$ cat src/rtl/gpi_ctrl_pkg.sv
// Shared GPI bank definitions: bit positions, widths and default edge-enable masks.
package gpi_ctrl_pkg;

    localparam int GPI_1_NUM_BITS = 10;

    typedef logic [GPI_1_NUM_BITS-1:0] gpi_1_vec_t;

    typedef enum logic [3:0] {
        GPI_1_RSMRST_N       = 4'd0,
        GPI_1_BMC_SRST_N     = 4'd1,
        GPI_1_ME_PFR_1       = 4'd2,
        GPI_1_ME_PFR_2       = 4'd3,
        GPI_1_PLTRST_REARM   = 4'd4,
        GPI_1_BMC_SPI_IBB    = 4'd5,
        GPI_1_FORCE_RECOVERY = 4'd6,
        GPI_1_HPFR_IN        = 4'd7,
        GPI_1_HPFR_LEGACY    = 4'd8,
        GPI_1_HPFR_ACTIVE    = 4'd9
    } gpi_1_bit_e;

    function automatic gpi_1_vec_t gpi_1_bit(gpi_1_bit_e pos);
        gpi_1_vec_t v;
        v = '0;
        v[pos] = 1'b1;
        return v;
    endfunction

    // The two reset lines are active-low, so their idle level is high.
    localparam gpi_1_vec_t GPI_1_STABLE_RST_VAL =
        gpi_1_bit(GPI_1_RSMRST_N) | gpi_1_bit(GPI_1_BMC_SRST_N);

    // Active-low resets report on assertion (fall); the rest report on assertion (rise).
    localparam gpi_1_vec_t GPI_1_FALL_EN_DEFAULT = GPI_1_STABLE_RST_VAL;
    localparam gpi_1_vec_t GPI_1_RISE_EN_DEFAULT = ~GPI_1_STABLE_RST_VAL;

endpackage

$ cat src/rtl/gpi_debounce_bit.sv
// One GPI bit: two-flop synchronizer, stability counter and debounced level flop.
module gpi_debounce_bit #(
    parameter int   DEBOUNCE_CYCLES = 4,
    parameter logic RST_VAL         = 1'b0
) (
    input  logic clk,
    input  logic resetn,
    input  logic raw,
    output logic stable,
    output logic upd
);

    localparam int CW = $clog2(DEBOUNCE_CYCLES + 1);
    localparam logic [CW-1:0] CNT_LAST = CW'(DEBOUNCE_CYCLES - 1);

    logic          sync_1;
    logic          sync_2;
    logic [CW-1:0] cnt;
    logic          mismatch;

    // Sync flops reset to the stable reset level so leaving reset never looks like an edge.
    always_ff @(posedge clk or negedge resetn) begin
        if (!resetn) begin
            sync_1 <= RST_VAL;
            sync_2 <= RST_VAL;
        end else begin
            sync_1 <= raw;
            sync_2 <= sync_1;
        end
    end

    assign mismatch = (sync_2 != stable);
    assign upd      = mismatch && (cnt == CNT_LAST);

    always_ff @(posedge clk or negedge resetn) begin
        if (!resetn) begin
            stable <= RST_VAL;
            cnt    <= '0;
        end else if (upd) begin
            stable <= sync_2;
            cnt    <= '0;
        end else if (mismatch) begin
            if (cnt != {CW{1'b1}}) begin
                cnt <= cnt + 1'b1;
            end
        end else begin
            cnt <= '0;
        end
    end

endmodule

$ cat src/rtl/gpi_1_event_ctrl.sv
// GPI_1 bank conditioning: per-bit debounce, sticky edge events, W1C clear and masked irq.
module gpi_1_event_ctrl
    import gpi_ctrl_pkg::*;
#(
    parameter int                 NUM_GPI         = GPI_1_NUM_BITS,
    parameter int                 DEBOUNCE_CYCLES = 4,
    parameter logic [NUM_GPI-1:0] STABLE_RST_VAL  = GPI_1_STABLE_RST_VAL
) (
    input  logic               clk,
    input  logic               resetn,
    input  logic [NUM_GPI-1:0] gpi_raw,
    input  logic [NUM_GPI-1:0] rise_en,
    input  logic [NUM_GPI-1:0] fall_en,
    input  logic [NUM_GPI-1:0] irq_mask,
    input  logic               clr_valid,
    input  logic [NUM_GPI-1:0] clr_mask,
    output logic               clr_ready,
    output logic [NUM_GPI-1:0] gpi_stable,
    output logic [NUM_GPI-1:0] gpi_event,
    output logic               irq
);

    logic [NUM_GPI-1:0] upd;
    logic [NUM_GPI-1:0] set_vec;
    logic [NUM_GPI-1:0] clr_vec;
    logic [NUM_GPI-1:0] event_nxt;

    for (genvar g = 0; g < NUM_GPI; g++) begin : g_bit
        gpi_debounce_bit #(
            .DEBOUNCE_CYCLES (DEBOUNCE_CYCLES),
            .RST_VAL         (STABLE_RST_VAL[g])
        ) u_db (
            .clk    (clk),
            .resetn (resetn),
            .raw    (gpi_raw[g]),
            .stable (gpi_stable[g]),
            .upd    (upd[g])
        );
    end

    // An update always flips the level, so the old stable value gives the direction.
    // Set is OR-ed in after the clear so a same-edge collision keeps the event.
    always_comb begin
        clr_vec   = clr_valid ? clr_mask : '0;
        set_vec   = (upd & ~gpi_stable & rise_en) | (upd & gpi_stable & fall_en);
        event_nxt = (gpi_event & ~clr_vec) | set_vec;
    end

    always_ff @(posedge clk or negedge resetn) begin
        if (!resetn) begin
            gpi_event <= '0;
            clr_ready <= 1'b0;
            irq       <= 1'b0;
        end else begin
            gpi_event <= event_nxt;
            clr_ready <= clr_valid;
            irq       <= |(gpi_event & irq_mask);
        end
    end

endmodule

$ cat config.mk
export PLATFORM = sky130hd
export DESIGN_NAME = gpi_1_event_ctrl
export DESIGN_NICKNAME = d
export VERILOG_FILES = /design/src/rtl/gpi_ctrl_pkg.sv /design/src/rtl/gpi_debounce_bit.sv /design/src/rtl/gpi_1_event_ctrl.sv
export SDC_FILE = /design/constraint.sdc
export NUM_CORES = 1
export LEC_CHECK = 0
export CAP_MARGIN = 10
export CORE_MARGIN = 5
export CORE_UTILIZATION = 52
export CTS_BUF_LIST = sky130_fd_sc_hd__clkbuf_8
export DETAILED_ROUTE_END_ITERATION = 12
export PLACE_DENSITY_LB_ADDON = 0.2
export SYNTH_ARGS = -nofsm -noshare
export SYNTH_HDL_FRONTEND = slang
export SYNTH_SLANG_ARGS = --single-unit
$ cat constraint.sdc
create_clock -name clk -period 1.3 [get_ports clk]
set_input_delay 0.195 -clock clk [delete_from_list [all_inputs] [get_ports clk]]
set_output_delay 0.195 -clock clk [all_outputs]
set_load 0.02 [all_outputs]
==> impl_results.md <==
- Status: complete, no violations
- CTS HTree Levels: 3
- Area Growth Syn to Fin: 34.5%
- Skew final: 0.00604 ns
- CTS buffer count: 9
- Final Max Tran Viols: 0
- DR WL/cell: 13.9 um
- Crit Path Category: reg2reg
- Max-cap violation count: 0
- Root buffer cell: clkbuf_8
- DRT antenna net count: 0
- Die area: 8020 um2
- Commonest non-fill, non-tap cell in the layout: dfrtp_1
- Fmax: 787 MHz
- Max-Slew Margin vs Limit: 78.1%
- Syn Nets: 362
- Cell variety after synth: 19
- Yosys reg bits: 72
- Syn Area/Cell: 11.8 um2
- Chip width: 89.6 um
- Post-Syn Area: 3290 um2
- Worst Path Max Fanout: 2
- Post-Route WL: 6.30 mm
- Min Hold Slack: 0.269 ns
- HPWL Detailed: 4.84 mm
- Maximum VDD drop: 1060 uV
- Pwr Density: 1810 nW/um2
- Switch Pwr: 2.73 mW
- Crit path DAT: 1.48 ns
- Leakage: 2.14 nW
- Initial antenna violation count: 0
- Clock Path Buffers: 2
- First-pass GRT wire length: 10.3 mm
- Yosys warnings: 0
- Worst-skew pair later-pin latency: 0.33 ns
- Sequential area share after synthesis: 54.9%
- CTS tree: done
- Remaining DRCs: 0
- Clock Pin Slew Worst Setup and Hold Paths: 0.07 ns
- Hold path depth: 1
- Layout cells sized above 1: 18.4%
- Worst Path Required: 1.51 ns
- Clock share of power: 19.9%
- Vias post-DR: 2255
- # nets final: 454
- Critical R2R Launch: g_bit[4].u_db.cnt[0]$_DFFE_PN0P_
- Final worst path period share: 97.7%
- CP startpoint: g_bit[4].u_db.cnt[0]$_DFFE_PN0P_
- Final Worst Setup Slack: 0.0301 ns
- Commonest cells after routing, fill and taps aside: 66 x dfrtp_1, 51 x clkdlybuf4s50_1, 39 x nor2_1
- Row count: 29
- # diodes: 0
- Measured slew at the worst slew-check pin: 0.329 ns
- R2R depth: 5
- Pre-antenna DRT Iters: 4
- Switching share of power: 34.1%
- Worst setup SP type: register
- # IOs: 75
- TritonCTS Sinks: 72
- Final Hold Viols: 0
- Gr usage total: 17.0%
- Initial core utilization: 52.8%
- Largest net degree at the start of global routing: 27
- Pre-CTS setup slack: -0.0254 ns
- Core Region: 6240 um2
- Hold WC Path Type: in2reg
- Critical Path End Type: register
- Vias in the first global route: 2300
- Port Buffer Count: 74
- Gate power share: 39.2%
- Internal reg-to-reg setup slack: 0.03 ns
- RePlAce Congestion: 0.749
- Synthesized netlist cell count: 279
- Initial drt markers: 34
- Die Span Y: 89.6 um
- Fillers: 480
- Routed vias/inst: 4.98
- HP Start: gpi_raw[0]
- Sequential power share: 40.9%
- Final min period: 1.27 ns
- Internal power contribution: 5.28 mW
- Remaining global-route overflow: 0
- Setup-failing EPs final: 0
[worst max-delay path, cell delays in order, from the launching register on]
cell,delay (ns)
dfrtp_1,0.39
ha_1,0.23
ha_1,0.29
nor2_1,0.04
a21oi_1,0.15
nor2_1,0.07
[metal layers]
metal  track usage, %  share of wire, %  wire [um]
met2             28.5                50       3120
met4             7.04               1.9        119
met3             4.38               5.7        361
met5                0                 0          0
met1             20.9                43       2700
[logic make-up after synthesis]
logic type	count (synthesis)	synth area share, %
AO/OA/AOI/OAI	35	7.10
buffers and inverters	21	3.57
AND/OR/NAND/NOR	81	11.2
XOR/XNOR	20	5.32
adder cells (fa/ha/maj)	30	11.4
flip-flops	72	54.9
multiplexers	20	6.46
[flip-flops by register name, indices dropped and copies added, names as in the netlist]
name / flops
clr_ready: 1
g_bit.u_db.cnt: 30
g_bit.u_db.stable: 10
g_bit.u_db.sync_1: 10
g_bit.u_db.sync_2: 10
gpi_event: 10
irq: 1
[cell type report]
type | instances | area (um2) | share of cell area, %
clock buffer | 12 | 165 | 3.73
multi-input combinational | 186 | 1440 | 32.5
timing repair buffer | 92 | 863 | 19.5
clock inverter | 4 | 18.8 | 0.424
sequential | 72 | 1810 | 40.8
tap | 77 | 96.3 | 2.18
inverter | 10 | 37.5 | 0.847
[path summary, 6_finish.rpt]
path	endpoint
setup / recovery	g_bit[4].u_db.cnt[2]$_DFFE_PN0P_
min in group asynchronous	g_bit[6].u_db.stable$_DFFE_PN0P_
setup reg to reg	g_bit[4].u_db.cnt[2]$_DFFE_PN0P_
max in group asynchronous	g_bit[0].u_db.stable$_DFFE_PN1P_
hold reg to reg	g_bit[6].u_db.sync_2$_DFF_PN0_
hold / removal	g_bit[0].u_db.sync_1$_DFF_PN1_
[through the flow]
| stage | power, mW | area (um2) | cells | utilization, % | setup TNS (ns) |
|---|---|---|---|---|---|
| global route | 8.63 | 4430 | 453 | 71.0 | -0.0318 |
| detailed placement | 6.45 | 4190 | 435 | 67.2 | -0.0285 |
| finish | 8.00 | 4430 | 453 | 71.0 | 0 |
| floorplan | 5.31 | 3290 | 279 | - | 0 |
| global placement | 6.27 | 4190 | 435 | 67.2 | 0 |
| CTS | 7.91 | 4350 | 452 | 69.8 | 0 |
[repair_timing]
| action | in CTS | in global routing |
|---|---|---|
| endpoints found under the hold margin | 19 | 0 |
| resized for setup | 30 | 21 |
| setup endpoints to repair | 22 | 21 |
| buffers inserted | 0 | 1 |
| hold buffers | 1 | 0 |
| pin swaps | 0 | 2 |
| gates cloned | 0 | 0 |
[cells in the mapped netlist, drive strengths merged]
cell type,n,area share (%)
a22oi,3,0.68
dfrtp,66,50
nand2b,10,1.9
nand4,1,0.19
buf,10,2.3
a221oi,1,0.46
o21ai,10,1.5
ha,30,11
nor2,40,4.6
mux2,10,3.4
mux2i,10,3.0
nand2,20,2.3
dfstp,6,4.8
clkbuf,1,0.15
nand3b,10,2.3
a22o,11,2.9
inv,10,1.1
a21oi,10,1.5
xor2,20,5.3
[power groups by stage]
| stage | sequential [mW] | combinational [mW] | clock [mW] |
|---|---|---|---|
| after CTS | 3.28 | 2.99 | 1.64 |
| after floorplan | 3.42 | 1.89 | 0 |
| final | 3.27 | 3.14 | 1.60 |
| after global routing | 3.37 | 3.52 | 1.73 |
| after detailed placement | 3.32 | 3.13 | 0 |
| after global placement | 3.28 | 3.00 | 0 |
(Power assumes the default switching activity.)
==> variant, RTL diff (config.mk and constraints unchanged) <==
`DEBOUNCE_CYCLES` is set to 4 in 2 places; all go to 8.
--- a/src/rtl/gpi_debounce_bit.sv
+++ b/src/rtl/gpi_debounce_bit.sv
@@ -1,6 +1,6 @@
 // One GPI bit: two-flop synchronizer, stability counter and debounced level flop.
 module gpi_debounce_bit #(
-    parameter int   DEBOUNCE_CYCLES = 4,
+    parameter int   DEBOUNCE_CYCLES = 8,
     parameter logic RST_VAL         = 1'b0
 ) (
     input  logic clk,
--- a/src/rtl/gpi_1_event_ctrl.sv
+++ b/src/rtl/gpi_1_event_ctrl.sv
@@ -3,7 +3,7 @@
     import gpi_ctrl_pkg::*;
 #(
     parameter int                 NUM_GPI         = GPI_1_NUM_BITS,
-    parameter int                 DEBOUNCE_CYCLES = 4,
+    parameter int                 DEBOUNCE_CYCLES = 8,
     parameter logic [NUM_GPI-1:0] STABLE_RST_VAL  = GPI_1_STABLE_RST_VAL
 ) (
     input  logic               clk,
Behaviour: not the same (a bounded check fails within 10 cycles, from zero or initial values and one cycle with resetn low).
==> variant against the unedited design <==
  * Clock power up 16%
  * Hold slack worse by 0.057 ns
  * Design area is 11% higher
  * Sequential cell count grew 10
  * Synthesized area is 7.3% higher
  * Setup slack better by 0.0086 ns
  * Non-clock buffer count grew 24
  * First-iteration DRC count increased by 110%
  * Highest routed layer unchanged
  * Via count is 18% higher
  * Critical endpoint is now gpi_event[5]
  * Routed wire length up 19%
  * Largest power group unchanged
  * Total power up 0.58%
==> variant: results <==
{
  "status": "completed",
  "regToRegStartpoint": "g_bit[2].u_db.cnt[0]",
  "yosys-top-cells-area": "dfrtp_1 54%, dfstp_2 4.5%, nand2_1 4.2%",
  "critPathMaxFanout": 3,
  "critical-path-top-delay-family": "flip-flops",
  "switchingPower_mw": 2.60,
  "gp_congestion": 0.751,
  "grt_max_degree": 32,
  "ctsResizeCount": 45,
  "via_per_inst": 5.30,
  "crit_start": "gpi_event[5]",
  "synth.top_cells.by_count": "76 x dfrtp_1, 40 x nand2_1, 30 x nor2_1",
  "yosysSeqAreaShare": 0.583,
  "power_leakage_nw": 2.22,
  "drt_wl_total_um": 7520,
  "powerSeq_mw": 3.61,
  "clock_latency_ns": 0.35,
  "seq_power_share": 0.449,
  "netlist-cell-type-count": 22,
  "grt_use_total": 0.182,
  "synth.avg_cell_area_um2": 11.7,
  "dp_hpwl_um": 5630,
  "ir_drop_mv": 1.01,
  "drive_above_1_share": 0.248,
  "arrival_ns": 1.07,
  "largest_reg_flops": 40,
  "skew_ns": 0.00678
}
-- variant: path summary, 6_finish.rpt --
| kind | cells after the start | slack (ns) | end |
|---|---|---|---|
| min in group clk | 1 | 0.26 | g_bit[1].u_db.sync_1 |
| hold / removal | 2 | 0.21 | g_bit[7].u_db.cnt[0] |
| hold reg to reg | 0 | 0.35 | g_bit[5].u_db.sync_2 |
| max in group asynchronous | 3 | 0.56 | g_bit[1].u_db.sync_1 |
| setup reg to reg | 5 | 0.04 | gpi_event[2] |
| setup / recovery | 1 | 0.04 | gpi_event[5] |
-- variant: worst reg2reg max path, delay by kind of cell (launching register included) --
family          cells  cell delay (ns)
flops               1             0.41
buf+inv             1             0.14
compound gates      1             0.21
simple gates        2             0.16
fa+ha+maj           1             0.24
-- variant: logic make-up (layout without fill, tap and decap cells) --
logic type | after synthesis | after routing | synth area share
and+or+nand+nor | 124 | 124 | 0.175
DFF | 82 | 82 | 0.583
AOI/OAI and AO/OA | 38 | 38 | 0.0836
xor gates and xnor gates | 20 | 20 | 0.0496
muxes | 17 | 17 | 0.0517
buffers and inverters | 11 | 132 | 0.0223
adders and majority gates | 10 | 10 | 0.0354
-- variant: metal layers --
metal | vias up | GRT usage | wire length [µm]
met5 | - | 0 | 0
li1 | 1307 | - | -
met2 | 60 | 0.296 | 3730
met1 | 1292 | 0.233 | 3350
met4 | 0 | 0.0545 | 103
met3 | 8 | 0.0569 | 339
-- variant: final cells by class --
cell class / instances / area, µm²
Clock inverter: 5 / 52.6
Sequential cell: 82 / 2060
Timing Repair Buffer: 116 / 1040
Fill cell: 475 / 1810
Multi-Input combinational cell: 209 / 1500
Clock buffer: 11 / 151
Tap cell: 80 / 100
